[src/rtl/lzc_pkg.sv]
// Shared types and constants for the sequential leading-zero counter / normalizer.
package lzc_pkg;

  typedef enum logic [1:0] {
    IDLE = 2'd0,
    SCAN = 2'd1,
    DONE = 2'd2
  } lzc_state_t;

  localparam int NIB_W = 4;

  function automatic int cw_of(input int width);
    return $clog2(width + 1);
  endfunction

endpackage

[src/rtl/lzd_nibble.sv]
// Combinational 4-bit leading-zero detector built from two 2-bit halves.
module lzd_nibble (
  input  logic [3:0] nib,
  output logic       nz,
  output logic [1:0] pos
);

  logic upper_nz;
  logic lower_nz;
  logic upper_pos;
  logic lower_pos;

  assign upper_nz  = |nib[3:2];
  assign lower_nz  = |nib[1:0];
  assign upper_pos = ~nib[3];
  assign lower_pos = ~nib[1];

  // Upper half wins whenever it holds a one; otherwise two zeros are already counted.
  assign nz     = upper_nz | lower_nz;
  assign pos[1] = ~upper_nz;
  assign pos[0] = upper_nz ? upper_pos : lower_pos;

endmodule

[src/rtl/lzc_norm_seq.sv]
// Multi-cycle leading-zero counter and left normalizer, one nibble scanned per cycle, MSB first.
// Optional macro LZC_BACK_TO_BACK_EN lets a new operand be accepted in DONE alongside the output handshake.
module lzc_norm_seq
  import lzc_pkg::*;
#(
  parameter  int WIDTH = 16,
  localparam int CW    = cw_of(WIDTH)
) (
  input  logic             clk,
  input  logic             rst,
  input  logic             in_valid,
  output logic             in_ready,
  input  logic [WIDTH-1:0] in_data,
  output logic             out_valid,
  input  logic             out_ready,
  output logic [WIDTH-1:0] out_data,
  output logic [CW-1:0]    out_count,
  output logic             out_zero
);

  localparam int NIB = WIDTH / NIB_W;
  localparam int IW  = (NIB > 1) ? $clog2(NIB) : 1;

  lzc_state_t       state;
  lzc_state_t       state_next;
  logic [WIDTH-1:0] operand;
  logic [CW-1:0]    count;
  logic [IW-1:0]    idx;
  logic [NIB_W-1:0] nibs [NIB];
  logic [NIB_W-1:0] cur_nib;
  logic             nz;
  logic [1:0]       pos;
  logic [CW-1:0]    shamt;
  logic             accept;

  always_comb begin
    for (int i = 0; i < NIB; i++) begin
      nibs[i] = operand[i*NIB_W +: NIB_W];
    end
  end

  assign cur_nib = nibs[idx];

  lzd_nibble u_lzd (
    .nib (cur_nib),
    .nz  (nz),
    .pos (pos)
  );

  assign shamt  = count + CW'(pos);
  assign accept = in_valid & in_ready;

  always_ff @(posedge clk) begin
    if (rst) begin
      state <= IDLE;
    end else begin
      state <= state_next;
    end
  end

  always_comb begin
    state_next = state;
    in_ready   = 1'b0;
    out_valid  = 1'b0;
    case (state)
      IDLE: begin
        in_ready = 1'b1;
        if (in_valid) state_next = SCAN;
      end
      SCAN: begin
        if (nz || idx == '0) state_next = DONE;
      end
      DONE: begin
        out_valid = 1'b1;
`ifdef LZC_BACK_TO_BACK_EN
        in_ready = out_ready;
`else
        in_ready = 1'b0;
`endif
        if (out_ready) state_next = (in_valid && in_ready) ? SCAN : IDLE;
      end
      default: state_next = IDLE;
    endcase
  end

  // The barrel shift only lands in the output register on the terminating SCAN cycle.
  always_ff @(posedge clk) begin
    if (rst) begin
      operand   <= '0;
      count     <= '0;
      idx       <= '0;
      out_data  <= '0;
      out_count <= '0;
      out_zero  <= 1'b0;
    end else if (accept) begin
      operand <= in_data;
      count   <= '0;
      idx     <= IW'(NIB - 1);
    end else if (state == SCAN) begin
      if (nz) begin
        out_count <= shamt;
        out_data  <= operand << shamt;
        out_zero  <= 1'b0;
      end else if (idx == '0) begin
        out_count <= CW'(WIDTH);
        out_data  <= '0;
        out_zero  <= 1'b1;
      end else begin
        count <= count + CW'(NIB_W);
        idx   <= idx - IW'(1);
      end
    end
  end

endmodule

[config.mk]
export PLATFORM = sky130hd
export DESIGN_NAME = lzc_norm_seq
export DESIGN_NICKNAME = d
export VERILOG_FILES = /design/src/rtl/lzc_pkg.sv /design/src/rtl/lzd_nibble.sv /design/src/rtl/lzc_norm_seq.sv
export SDC_FILE = /design/constraint.sdc
export NUM_CORES = 1
export LEC_CHECK = 0
export CAP_MARGIN = 10
export CORE_ASPECT_RATIO = 1.75
export CORE_MARGIN = 2
export CORE_UTILIZATION = 50
export DETAILED_ROUTE_END_ITERATION = 10
export DONT_BUFFER_PORTS = 1
export SKIP_LAST_GASP = 1
export SYNTH_ARGS = -nofsm -noshare
export SYNTH_HDL_FRONTEND = slang
export SYNTH_HIERARCHICAL = 1
export SYNTH_SLANG_ARGS = --single-unit
[constraint.sdc]
create_clock -name clk -period 4.2 [get_ports clk]
set_input_delay 0.21 -clock clk [delete_from_list [all_inputs] [get_ports clk]]
set_output_delay 0.21 -clock clk [all_outputs]
set_load 0.05 [all_outputs]
# Word level (Yosys, flattened, before mapping)
# Cells that the tools add are included.
word_totals:
  reg_bits: 47
  latchBits: 0
  ram_bits: 0
  rom_bits: 0
  out_inout_bits: 24
  mem_count: 0
classes:
  addsub: 3
  n_mul: 0
  n_div: 0
  n_lt_le_gt_ge: 1
  eq_ne: 7
  shift: 1
  mux: 20
  n_bitwise: 9
  n_reduce_logical: 12
ops:
  columns: ["op", "n"]
  rows:
  - ["$mux 16", 2]
  - ["$shl 16x5->16", 1]
  - ["$mux 2", 7]
  - ["$reduce_and 3->1", 4]
  - ["$mux 5", 2]
  - ["$bmux 4 s2", 1]
  - ["$mux 4", 2]
  - ["$ne 2x2->1 const B", 4]
  - ["$not 1->1", 6]
  - ["$pmux 2 s3", 1]
  - ["$reduce_or 2->1", 3]
  - ["$add 5x2->5", 1]
  - ["$add 5x3->5 const B", 1]
  - ["$mux 1", 5]
  - ["$logic_not 2->1", 2]
  - ["$reduce_bool 2->1", 2]
  - ["$ge 3x3->1 const B", 1]
  - ["$not 2->3", 1]
  - ["$eq 2x1->1 const B", 1]
  - ["$eq 2x2->1 const B", 1]
  - ["$ne 2x1->1 const B", 1]
  - ["$sub 2x1->2 const B", 1]
  - ["$and 1x1->1", 1]
  - ["$logic_or 1x1->1", 1]
  - ["$or 1x1->1", 1]

# Longest topological paths before layout
# Gate-level depths: netlist of the first run.
depth:
  depth_word: 9
  ltp_mapped: 10
  ltp_nobuf: 7

# By module
# The synthesis of the first run kept the hierarchy.
by_module_without_submodules:
  columns: ["module", "n_inst", "cells_each", "area_per_inst_um2", "seq_area_each_um2"]
  rows:
  - ["lzc_norm_seq", 1, 243, 2313.5, 900.9]
  - ["lzd_nibble", 1, 5, 22.5, 0.0]

# Worst setup path after synthesis of the first run
# Ideal clock, no wire load.
synth_path:
  path_type: "register to register"
  from: "register idx[0]"
  to: "register out_data[15]"
  setup_ns: 0.132
  t_arrival_ns: 2.553
  path_slack_ns: 1.515
  path_stages_with_launch: 8
  path_buffers: 1
  path_cell_list: "dfxtp_1 -> clkbuf_1 -> mux4_2 -> a21oi_1 -> mux4_1 -> mux2_2 -> a22oi_2 -> a21oi_1"
synth_between:
  elab_chain_len: 9
  elab_cells_between_ends: 17
  cone_classes: "add/sub (1); shift (1); mux (5); bitwise (5); reduce/logical (5)"
synth_lines:
  columns: ["element", "line_no", "source"]
  rows:
  - ["start: declaration", "lzc_norm_seq.sv:28", "logic [IW-1:0] idx;"]
  - ["start signal: assignment", "lzc_norm_seq.sv:98", "idx <= IW'(NIB - 1);"]
  - ["start signal: assignment", "lzc_norm_seq.sv:110", "idx <= idx - IW'(1);"]
  - ["$not 2->3 (implied by the code)", "lzc_norm_seq.sv:42", "assign cur_nib = nibs[idx];"]
  - ["$bmux 4 s2", "lzc_norm_seq.sv:42", null]
  - ["$mux 4 (implied by the code) (2 in a row)", "lzc_norm_seq.sv:42", null]
  - ["named net cur_nib[1]", "lzc_norm_seq.sv:30", "logic [NIB_W-1:0] cur_nib;"]
  - ["$not 1->1", "lzd_nibble.sv:16", "assign lower_pos = ~nib[1];"]
  - ["$mux 1", "lzd_nibble.sv:21", "assign pos[0] = upper_nz ? upper_pos : lower_pos;"]
  - ["named net pos[0]", "lzc_norm_seq.sv:32", "logic [1:0] pos;"]
  - ["$add 5x2->5", "lzc_norm_seq.sv:50", "assign shamt = count + CW'(pos);"]
  - ["$shl 16x5->16", "lzc_norm_seq.sv:102", "out_data <= operand << shamt;"]
  - ["$mux 16", "lzc_norm_seq.sv:100", "if (nz) begin"]
  - ["end signal: assignment", "lzc_norm_seq.sv:102", null]
  - ["end: declaration", "lzc_norm_seq.sv:16", "output logic [WIDTH-1:0] out_data,"]
# The timed path passes the listed nets, and every way through them passes these cells. The select of a mux whose other input is x is not followed.
# A chain may end at the register's enable or synchronous reset.

# Worst setup path in the final report of the first run
layout_path:
  from: "register idx[0]"
  to: "register out_data[13]"
# The elaborated chain is that of the path after synthesis.

==> results of run 1 <==
worst max-delay path by stage:
stage / from / end / slack, ns / cells after the start
2_1_floorplan: idx[0]$_SDFFE_PP0P_ / out_data[15]$_SDFFE_PP0P_ / 1.51 / 7
5_1_grt: idx[0]$_SDFFE_PP0P_ / out_data[13]$_SDFFE_PP0P_ / 1.15 / 6
4_1_cts: idx[0]$_SDFFE_PP0P_ / out_data[13]$_SDFFE_PP0P_ / 1.32 / 6
3_3_place_gp: idx[0]$_SDFFE_PP0P_ / out_data[15]$_SDFFE_PP0P_ / 1.44 / 6
6_report: idx[0]$_SDFFE_PP0P_ / out_data[13]$_SDFFE_PP0P_ / 1.33 / 6
3_5_place_dp: idx[0]$_SDFFE_PP0P_ / out_data[13]$_SDFFE_PP0P_ / 1.33 / 6
per-stage QoR:
| stage | hold slack [ns] | power (W) | instance area, um2 |
|---|---|---|---|
| CTS | 0.0130 | 0.00106 | 2440 |
| global route | 0.0121 | 0.00110 | 2440 |
| global placement | 0.284 | 0.000777 | 2330 |
| detailed placement | 0.288 | 0.000782 | 2330 |
| finish | 0.0189 | 0.00105 | 2440 |
| floorplan | 0.346 | 0.000746 | 2340 |
cell type report:
type                       instances  area, um2
sequential                        45        901
timing repair buffer               4       42.5
multi-input combinational        176       1310
tap                               51       63.8
fill                             430       2000
inverter                           9       33.8
clock buffer                       7       86.3
worst register-to-register path: stages, from the launching register on:
cell,delay [ns]
dfxtp_1,0.51
mux4_2,0.58
a21oi_2,0.47
buf_4,0.32
mux4_2,0.53
a222oi_1,0.23
a31oi_1,0.12
state kept, by name, indices dropped and copies added (netlist names):
signal / flops
operand: 16
out_data: 16
out_count: 5
count: 3
idx: 2
state: 2
out_zero: 1
per-layer routing:
| metal | vias up | track usage (%) | share of wire, % |
|---|---|---|---|
| met1 | 931 | 23.7 | 37 |
| li1 | 884 | - | - |
| met4 | 0 | 12.0 | 3.9 |
| met3 | 18 | 4.38 | 5.3 |
| met2 | 68 | 40.9 | 54 |
| met5 | - | 0 | 0 |
report_power, final:
part / internal, W / switching (W) / total [W]
clock network: 0.000131 / 0.000138 / 0.000268
registers: 0.000452 / 0.0000657 / 0.000518
logic: 0.000116 / 0.000145 / 0.000261
total: 0.000699 / 0.000349 / 0.00105
cells in the final DEF, fill, tap and decap left out, types with 6 or more instances in the layout:
master    synthesis  final
mux4_2           13     13
inv_1             9      9
nand2_1          39     39
clkbuf_8          0      6
nor2_1           18     18
mux2i_1           8      8
dfxtp_1          45     45
a22oi_1          18     18
a21oi_1          24     23
cells in the mapped netlist:
master | n | area [um2]
buf_1 | 1 | 3.75
nor4b_4 | 1 | 23.8
o22a_1 | 2 | 17.5
clkbuf_1 | 12 | 45.0
nor3_1 | 5 | 25.0
nand3_1 | 2 | 10.0
buf_6 | 3 | 33.8
a31oi_1 | 2 | 12.5
or3_1 | 2 | 12.5
mux2_2 | 5 | 56.3
mux4_1 | 1 | 26.3
xor2_1 | 1 | 8.76
o21ai_1 | 3 | 15.0
and4bb_1 | 1 | 12.5
a32oi_1 | 4 | 35.0
ha_1 | 2 | 25.0
inv_1 | 9 | 33.8
o211ai_1 | 1 | 7.51
a211oi_1 | 2 | 15.0
mux2i_1 | 8 | 80.1
buf_2 | 2 | 10.0
nor2b_1 | 3 | 18.8
nor3_2 | 2 | 20.0
mux4_2 | 13 | 293
nor2_1 | 18 | 67.6
nand3b_1 | 1 | 7.51
nand2b_1 | 3 | 18.8
nor2_2 | 1 | 6.26
a22oi_1 | 18 | 135
o22ai_1 | 2 | 12.5
nand2_1 | 39 | 146
dfxtp_1 | 45 | 901
a222oi_1 | 1 | 10.0
o21ai_0 | 2 | 10.0
xnor2_1 | 2 | 17.5
nand4bb_1 | 1 | 11.3
a21oi_1 | 24 | 120
and2_1 | 3 | 18.8
a22oi_2 | 1 | 12.5
logic make-up after synthesis:
logic type	synth area share, %
adder cells (fa/ha/maj)	1.07
XOR/XNOR	1.13
flip-flops	38.6
buffers and inverters	5.41
AND/OR/NAND/NOR	17.1
multiplexers	19.5
AO/OA/AOI/OAI	17.2
what timing repair did:
action	in CTS	in global routing
setup endpoints to repair	0	0
hold endpoints to repair	41	0
hold buffers	1	0
==> flow_summary_export.csv, run 1 <==
group,metric,value,unit
clocking,numClockSinks,45,
timing,drv_slew,0,
logic_synthesis,ys_seq_elements,45,
clocking,cts_resized,0,
detailed_routing,drt_pass1_iterations,4,
timing,setup_violations,0,
setup_path,r2r_end,"out_data[13]$_SDFFE_PP0P_",
setup_path,slowest_delay,0.58,ns
job,cap_violations,0,
clocking,clock_latency,0.30,ns
grt,grt_max_degree,42,
floorplan,die_area,5260,um2
setup_path,reg2reg_depth,6,
setup_path,cp_common_cell,"mux4_2",
floorplan,die_h,94.4,um
grt,grt_pass1_wl,9110,um
placement,numPortBuffers,0,
min_path,holdPathEnd,"out_data[8]$_SDFFE_PP0P_",
clocking,clk_pin_slew,0.08,ns
final_layout,final-instance-count-excl-fill,292,
setup_path,worst-endpoint-arrival,3.04,ns
grt,grt_use_total,22.3,%
grt,antenna_found_initial,0,
setup_path,path_class,"reg2reg",
logic_synthesis,yosys.cell_types.count,39,
clocking,cts.path.max_buffers,2,
timing,tightest_slew,1.03,ns
setup_path,worstReg2RegStart,"idx[0]$_SDFFE_PP0P_",
detailed_routing,drc,0,
setup_path,critPathTopFamily,"multiplexers",
min_path,holdCritPathClass,"in2reg",
grt,grt_remaining_overflow,0,
pwr,p_per_area,429,nW/um2
logic_synthesis,synth_area_per_cell,9.42,um2
setup_path,worstPathBufferInverterCount,1,
floorplan,std_cell_rows,32,
logic_synthesis,synth_seq_area_share,38.6,%
pwr,irDropWorstVdd,0.309,mV
min_path,hp-start,"rst",
detailed_routing,ant_nets,0,
setup_path,r2r_setup_slack,1.33,ns
timing,hold_viol,0,
final_layout,area_delta_synth_final,4.45,%
timing,min_period,2.87,ns
logic_synthesis,syn_inst,248,
final_layout,nets,263,
placement,dp_hpwl,4110,um
detailed_routing,wl,5490,um
placement,dp_slack,1.33,ns
setup_path,crit_fanout,12,
pwr,leakage,0.849,nW
min_path,min_delay_path_depth,1,
detailed_routing,routed-via-count,1901,
setup_path,worst_path_max_delay_cell,"mux4_2",
timing,setup_ws,1.33,ns
placement,dp.cells,284,
clocking,cts_tree,"built",
timing,timing.fmax,0.349,GHz
setup_path,required,4.37,ns
setup_path,crit_path_start_kind,"flop",
logic_synthesis,syn_area,2340,um2
clocking,ctsHtreeMaxLevel,2,
timing,finClkSkew,0.00627,ns
floorplan,fp.dieW,55.7,um
logic_synthesis,synth_fp_nets,270,
clocking,root_buffer,"clkbuf_8",
placement,place.gp.congestion,0.860,
setup_path,cp_cell_sequence,"mux4_2 -> a21oi_2 -> buf_4 -> mux4_2 -> a222oi_1 -> a31oi_1",
timing,tns,0,ns
logic_synthesis,yosys_warnings,6,
grt,grt_pass1_vias,1845,
final_layout,fin_util,54.9,%
floorplan,core,4440,um2
floorplan,ios,44,
detailed_routing,drt_iter0_drc,87,
floorplan,start_util,52.6,%
detailed_routing,vias_per_cell,6.51,
detailed_routing,wl_per_cell,18.8,um
outcome,status,"completed",
setup_path,worst_setup_path_end_kind,"flop",
timing,min_period_over_period,68.2,%
clocking,post_cts_buffers,0,
clocking,cts_buffers,5,
final_layout,drive_gt1_share,14.1,%
final_layout,n_antenna_cell,0,
timing,relSlewSlack,31.1,%
timing,rsz0062_at_grt,"no",
Note: power is estimated with default switching activity, not from simulation.
==> run 2: changes to the inputs <==
--- a/config.mk
+++ b/config.mk
@@ -5,12 +5,14 @@
 export SDC_FILE = /design/constraint.sdc
 export NUM_CORES = 1
 export LEC_CHECK = 0
+export ABC_AREA = 1
 export CAP_MARGIN = 10
 export CORE_ASPECT_RATIO = 1.75
 export CORE_MARGIN = 2
 export CORE_UTILIZATION = 50
 export DETAILED_ROUTE_END_ITERATION = 10
 export DONT_BUFFER_PORTS = 1
+export PLACE_DENSITY = 0.68
 export SKIP_LAST_GASP = 1
 export SYNTH_ARGS = -nofsm -noshare
 export SYNTH_HDL_FRONTEND = slang
==> constraint.sdc (replaced) <==
create_clock -name clk -period 2.6 [get_ports clk]
set_input_delay 0.13 -clock clk [delete_from_list [all_inputs] [get_ports clk]]
set_output_delay 0.13 -clock clk [all_outputs]
set_load 0.05 [all_outputs]
==> flow_summary_export.csv, run 2 <==
group,metric,value,unit
setup_path,slowest_delay,0.49,ns
timing,hold_viol,0,
final_layout,largestRegisters,"operand (16), out_data (16), out_count (5)",
detailed_routing,drc,0,
pwr,comb_power_share,29.9,%
pwr,p_int,0.00110,W
clocking,cts_buffers,5,
logic_synthesis,syn_area,2490,um2
final_layout,fillers,518,
final_layout,final-seq-area,901,um2
logic_synthesis,synth_fp_nets,397,
floorplan,core,4890,um2
grt,grt_pass1_wl,9680,um
timing,timing.fmax,0.430,GHz
floorplan,fp.dieW,57.3,um
logic_synthesis,synth_area_per_cell,6.63,um2
floorplan,die_area,5580,um2
logic_synthesis,yosys.cell_types.count,27,
grt,use_met1,23.5,%
setup_path,critPathTopFamily,"simple AND/OR/NAND/NOR gates",
logic_synthesis,synth_seq_area_share,36.2,%
detailed_routing,drt_pass1_iterations,5,
setup_path,cp_cell_sequence,"inv_2 -> o21ai_0 -> a21oi_1 -> a21oi_1 -> a21oi_1 -> buf_4 -> nor2_1 -> nand2_1 -> nand3_1 -> nand3_1 -> nand3_1 -> nand2_1 -> inv_1",
min_path,holdCritPathClass,"in2reg",
placement,place_area,2450,um2
grt,grt_use_total,21.8,%
setup_path,worst-endpoint-arrival,2.57,ns
setup_path,crit_fanout,12,
timing,relSlewSlack,50.4,%
pwr,switchingPower,0.000712,W
grt,grt_use_met2,40.2,%
clocking,ctsHtreeMaxLevel,2,
logic_synthesis,synthArstFlopShare,0,%
final_layout,n_antenna_cell,0,
setup_path,crit_path_start_kind,"flop",
detailed_routing,wl,5520,um
logic_synthesis,yosysTopAreaCellShare,36.2,%
detailed_routing,wl_per_cell,12.9,um
final_layout,area_delta_synth_final,5.03,%
final_layout,fin_util,53.4,%
detailed_routing,vias_per_cell,5.36,
logic_synthesis,syn_inst,375,
pwr,leakage,1.15,nW
floorplan,ios,44,
final_layout,final_cell_mix,"nand2_1 (108), nand3_1 (48), dfxtp_1 (45), nor2_1 (42), a21oi_1 (32)",
floorplan,die_h,97.3,um
logic_synthesis,synth.area.top_cells,"dfxtp_1 (36%), nand2_1 (16%), nand3_1 (9.7%)",
pwr,irDropWorstVdd,0.412,mV
detailed_routing,ant_nets,0,
final_layout,finalInstanceArea,2610,um2
detailed_routing,drt_iter0_drc,58,
job,cap_violations,0,
setup_path,path_class,"reg2reg",
placement,dp_slack,0.0984,ns
setup_path,worst_setup_path_end_kind,"flop",
timing,rsz0062_at_grt,"no",
floorplan,start_util,50.8,%
setup_path,required,2.84,ns
outcome,status,"completed",
timing,setup_violations,0,
pwr,seqPwrFrac,48.2,%
pwr,swShare,39.2,%
pwr,pwr-share-clk,21.9,%
final_layout,drive_gt1_share,9.65,%
pwr,p_per_area,695,nW/um2
clocking,cts.path.max_buffers,2,
detailed_routing,routed-via-count,2289,
timing,setup_ws,0.275,ns
placement,place.gp.congestion,0.829,
clocking,clk_pin_slew,0.08,ns
logic_synthesis,synth_edf_count,0,
clocking,numClockSinks,45,
logic_synthesis,ys_seq_elements,45,
timing,tightest_slew,0.742,ns
timing,min_period_over_period,89.4,%
placement,numPortBuffers,0,
grt,grt_use_met3,3.20,%
clocking,cts_tree,"built",
grt,grt_remaining_overflow,0,
clocking,post_cts_buffers,0,
timing,tns,0,ns
timing,drv_slew,0,
grt,grt.busiest_layer,"met2",
clocking,root_buffer,"clkbuf_8",
timing,min_period,2.33,ns
logic_synthesis,synth_common_cells,"nand2_1 (108), nand3_1 (48), dfxtp_1 (45)",
setup_path,worstPathBufferInverterCount,3,
logic_synthesis,post-synth-top-count-cell,"nand2_1",
floorplan,std_cell_rows,34,
logic_synthesis,yosysTopAreaCell,"dfxtp_1",
placement,dp_hpwl,4220,um
grt,grt_pass1_vias,2153,
clocking,clock_latency,0.30,ns
final_layout,mostFrequentLayoutCell,"nand2_1",
pwr,finalPower,0.00182,W
grt,grt_max_degree,25,
logic_synthesis,ys.flop_type,"dfxtp_1",
final_layout,multi_input_area,1360,um2
final_layout,nets,396,
logic_synthesis,yosys_warnings,6,
timing,finClkSkew,0.00372,ns
grt,antenna_found_initial,0,
setup_path,worst_path_max_delay_cell,"dfxtp_1",
-- run 2: power by group through the flow --
| stage | Sequential (W) | Clock, W | Combinational (W) |
|---|---|---|---|
| final | 0.000875 | 0.000397 | 0.000544 |
| after CTS | 0.000874 | 0.000410 | 0.000544 |
| after global routing | 0.000885 | 0.000436 | 0.000634 |
| after floorplan | 0.000873 | 0 | 0.000487 |
| after detailed placement | 0.000891 | 0 | 0.000528 |
| after global placement | 0.000890 | 0 | 0.000527 |
-- run 2: cell type report --
type                    instances  area share, %
multi-input cells             283           51.9
inverters                      27           3.98
flip-flops and latches         45           34.5
clock buffers                   5           2.63
repair buffers                 12           4.21
well taps                      54           2.59
clock inverters                 1          0.192
-- run 2: metal layers --
layer / vias to the layer above / part of all wire [%]
met5: - / 0
met4: 0 / 2.3
met3: 8 / 2.5
met2: 44 / 54
met1: 1023 / 41
li1: 1214 / -
-- run 2: cells by family (layout without fill, tap and decap cells) --
family,Yosys count,count (layout),share of synthesized area (%)
flops,45,45,36.2
compound gates,66,66,14.0
buf+inv,47,45,9.56
fa+ha+maj,2,2,1.01
simple gates,215,215,39.2
-- run 2: worst register-to-register path, cell delays in order, from the launching register on --
cell	delay [ns]
dfxtp_1	0.49
inv_2	0.16
o21ai_0	0.19
a21oi_1	0.08
a21oi_1	0.20
a21oi_1	0.17
buf_4	0.19
nor2_1	0.21
nand2_1	0.10
nand3_1	0.14
nand3_1	0.13
nand3_1	0.10
nand2_1	0.05
inv_1	0.06
-- run 2: worst paths after layout --
check,from,end,slack [ns],cells past startpoint
max,idx[0]$_SDFFE_PP0P_,out_data[14]$_SDFFE_PP0P_,0.27,13
min,in_data[11],operand[11]$_SDFFE_PP0P_,0.005,2
max reg2reg,idx[0]$_SDFFE_PP0P_,out_data[14]$_SDFFE_PP0P_,0.27,13
min reg2reg,operand[7]$_SDFFE_PP0P_,operand[7]$_SDFFE_PP0P_,0.49,2
-- run 2: timing repair --
item | 4_1_cts | 5_1_grt
endpoints found under the setup margin | 0 | 17
gates resized for setup | 0 | 3
endpoints found under the hold margin | 25 | 0
hold buffers | 8 | 0
-- run 2: metrics by stage --
stage | instances | hold slack, ns
6_report | 427 | 0.00527
5_1_grt | 427 | 0.0103
4_1_cts | 427 | 0.00222
3_5_place_dp | 413 | 0.199
3_3_place_gp | 413 | 0.197
2_1_floorplan | 375 | 0.294
==> run 3: changes to the inputs <==
--- a/config.mk
+++ b/config.mk
@@ -5,10 +5,9 @@
 export SDC_FILE = /design/constraint.sdc
 export NUM_CORES = 1
 export LEC_CHECK = 0
-export ABC_AREA = 1
 export CAP_MARGIN = 10
 export CORE_ASPECT_RATIO = 1.75
-export CORE_MARGIN = 2
+export CORE_MARGIN = 3
 export CORE_UTILIZATION = 50
 export DETAILED_ROUTE_END_ITERATION = 10
 export DONT_BUFFER_PORTS = 1
==> flow_summary_export.csv, run 3 (same netlist as run 1, synthesis figures left out) <==
group,metric,value,unit
grt,grt_max_degree,44,
floorplan,die_area,5560,um2
floorplan,fp.dieW,57.7,um
placement,dp.cells,297,
final_layout,final-instance-count-excl-fill,322,
detailed_routing,vias_per_cell,6.16,
detailed_routing,wl,5730,um
clocking,numClockSinks,45,
grt,use_met1,22.7,%
final_layout,drive_gt1_share,18.8,%
timing,setup_ws,0.127,ns
grt,grt_use_met3,4.12,%
placement,dp_hpwl,4190,um
clocking,cts_tree,"built",
timing,finClkSkew,0.00839,ns
floorplan,ios,44,
timing,setup_violations,0,
timing,tns,0,ns
final_layout,nets,292,
clocking,cts.path.max_buffers,2,
floorplan,start_util,52.6,%
setup_path,crit_path_start_kind,"flop",
detailed_routing,routed-via-count,1985,
pwr,p_per_area,662,nW/um2
timing,rsz0062_at_grt,"no",
setup_path,required,2.79,ns
floorplan,die_h,96.4,um
grt,grt_use_total,21.8,%
setup_path,worst-endpoint-arrival,2.66,ns
clocking,root_buffer,"clkbuf_8",
setup_path,worstPathBufferInverterCount,0,
pwr,irDropWorstVdd,0.470,mV
detailed_routing,ant_nets,0,
grt,grt_use_met2,40.4,%
min_path,holdCritPathClass,"in2reg",
final_layout,largestRegisters,"operand (16), out_data (16), out_count (5)",
timing,timing.fmax,0.404,GHz
setup_path,path_class,"reg2reg",
setup_path,worst_path_max_delay_cell,"mux4_1",
clocking,cts_buffers,5,
placement,dp_slack,0.0806,ns
clocking,clk_pin_slew,0.08,ns
job,cap_violations,0,
final_layout,mostFrequentLayoutCell,"dfxtp_1",
timing,relSlewSlack,52.0,%
detailed_routing,drc,0,
final_layout,final_cell_mix,"dfxtp_1 (44), nand2_1 (39), a21oi_1 (23), nor2_1 (18), a22oi_1 (18)",
grt,grt.busiest_layer,"met2",
setup_path,worst_setup_path_end_kind,"flop",
clocking,ctsHtreeMaxLevel,2,
timing,fin_hold_ws,0.0107,ns
setup_path,slowest_delay,0.64,ns
placement,place.gp.congestion,0.858,
grt,grt_remaining_overflow,0,
timing,min_period_over_period,95.1,%
pwr,leakage,0.994,nW
clocking,clock_latency,0.30,ns
detailed_routing,wl_per_cell,17.8,um
timing,min_period,2.47,ns
final_layout,n_antenna_cell,0,
grt,grt_pass1_vias,1945,
grt,grt_pass1_wl,9370,um
outcome,status,"completed",
detailed_routing,drt_pass1_iterations,4,
grt,antenna_found_initial,0,
placement,numPortBuffers,0,
timing,hold_viol,0,
floorplan,core,4440,um2
detailed_routing,drt_iter0_drc,66,
placement,place_area,2440,um2
setup_path,critPathTopFamily,"multiplexers",
timing,tightest_slew,0.719,ns
final_layout,finalInstanceArea,2730,um2
final_layout,area_delta_synth_final,17.0,%
setup_path,cp_cell_sequence,"mux4_2 -> a21oi_2 -> mux4_1 -> mux2_2 -> a22oi_2 -> a21oi_1",
floorplan,std_cell_rows,32,
setup_path,crit_fanout,5,
timing,drv_slew,0,
-- run 3: worst reg2reg max path, stage by stage, from the launching register on --
cell and delay, ns:
dfxtp_2 0.40, mux4_2 0.54, a21oi_2 0.27, mux4_1 0.64, mux2_2 0.31, a22oi_2 0.14, a21oi_1 0.08
-- run 3: final timing paths --
| check | endpoint | cells past startpoint | slack [ns] | start |
|---|---|---|---|---|
| min | state[1]$_SDFFE_PP0P_ | 2 | 0.01 | out_ready |
| max reg2reg | out_data[15]$_SDFFE_PP0P_ | 6 | 0.13 | idx[0]$_SDFFE_PP0P_ |
| max | out_data[15]$_SDFFE_PP0P_ | 6 | 0.13 | idx[0]$_SDFFE_PP0P_ |
| min reg2reg | operand[14]$_SDFFE_PP0P_ | 2 | 0.54 | operand[14]$_SDFFE_PP0P_ |
-- run 3: repair_timing --
item                                    4_1_cts  5_1_grt
hold buffers                                 17        0
resized for setup                             0        3
endpoints found under the setup margin        0       13
hold endpoints to repair                     43        0
buffers inserted                              0        0
-- run 3: stage by stage --
step	total power, W	utilization, %
after floorplan	0.00121	-
after global placement	0.00131	55.0
after detailed placement	0.00132	55.0
after CTS	0.00181	61.3
after global routing	0.00190	61.5
final	0.00181	61.5
-- run 3: area by class of cell --
type / instances / area, um2
tap: 51 / 63.8
fill: 398 / 1710
multi-input combinational: 176 / 1320
sequential: 45 / 902
inverter: 9 / 33.8
timing repair buffer: 33 / 317
clock buffer: 7 / 96.3
clock inverter: 1 / 5.00
-- run 3: per-layer routing --
metal | share of wire, % | up-vias | routed length, um
met5 | 0 | - | 0
met4 | 3.6 | 0 | 208
met3 | 4.1 | 15 | 233
met2 | 56 | 51 | 3190
met1 | 37 | 974 | 2100
li1 | - | 945 | -
-- run 3: where the power goes --
group	switching (W)	internal, W
clock network	0.000228	0.000240
logic	0.000261	0.000248
registers	0.000102	0.000731
total	0.000592	0.00122
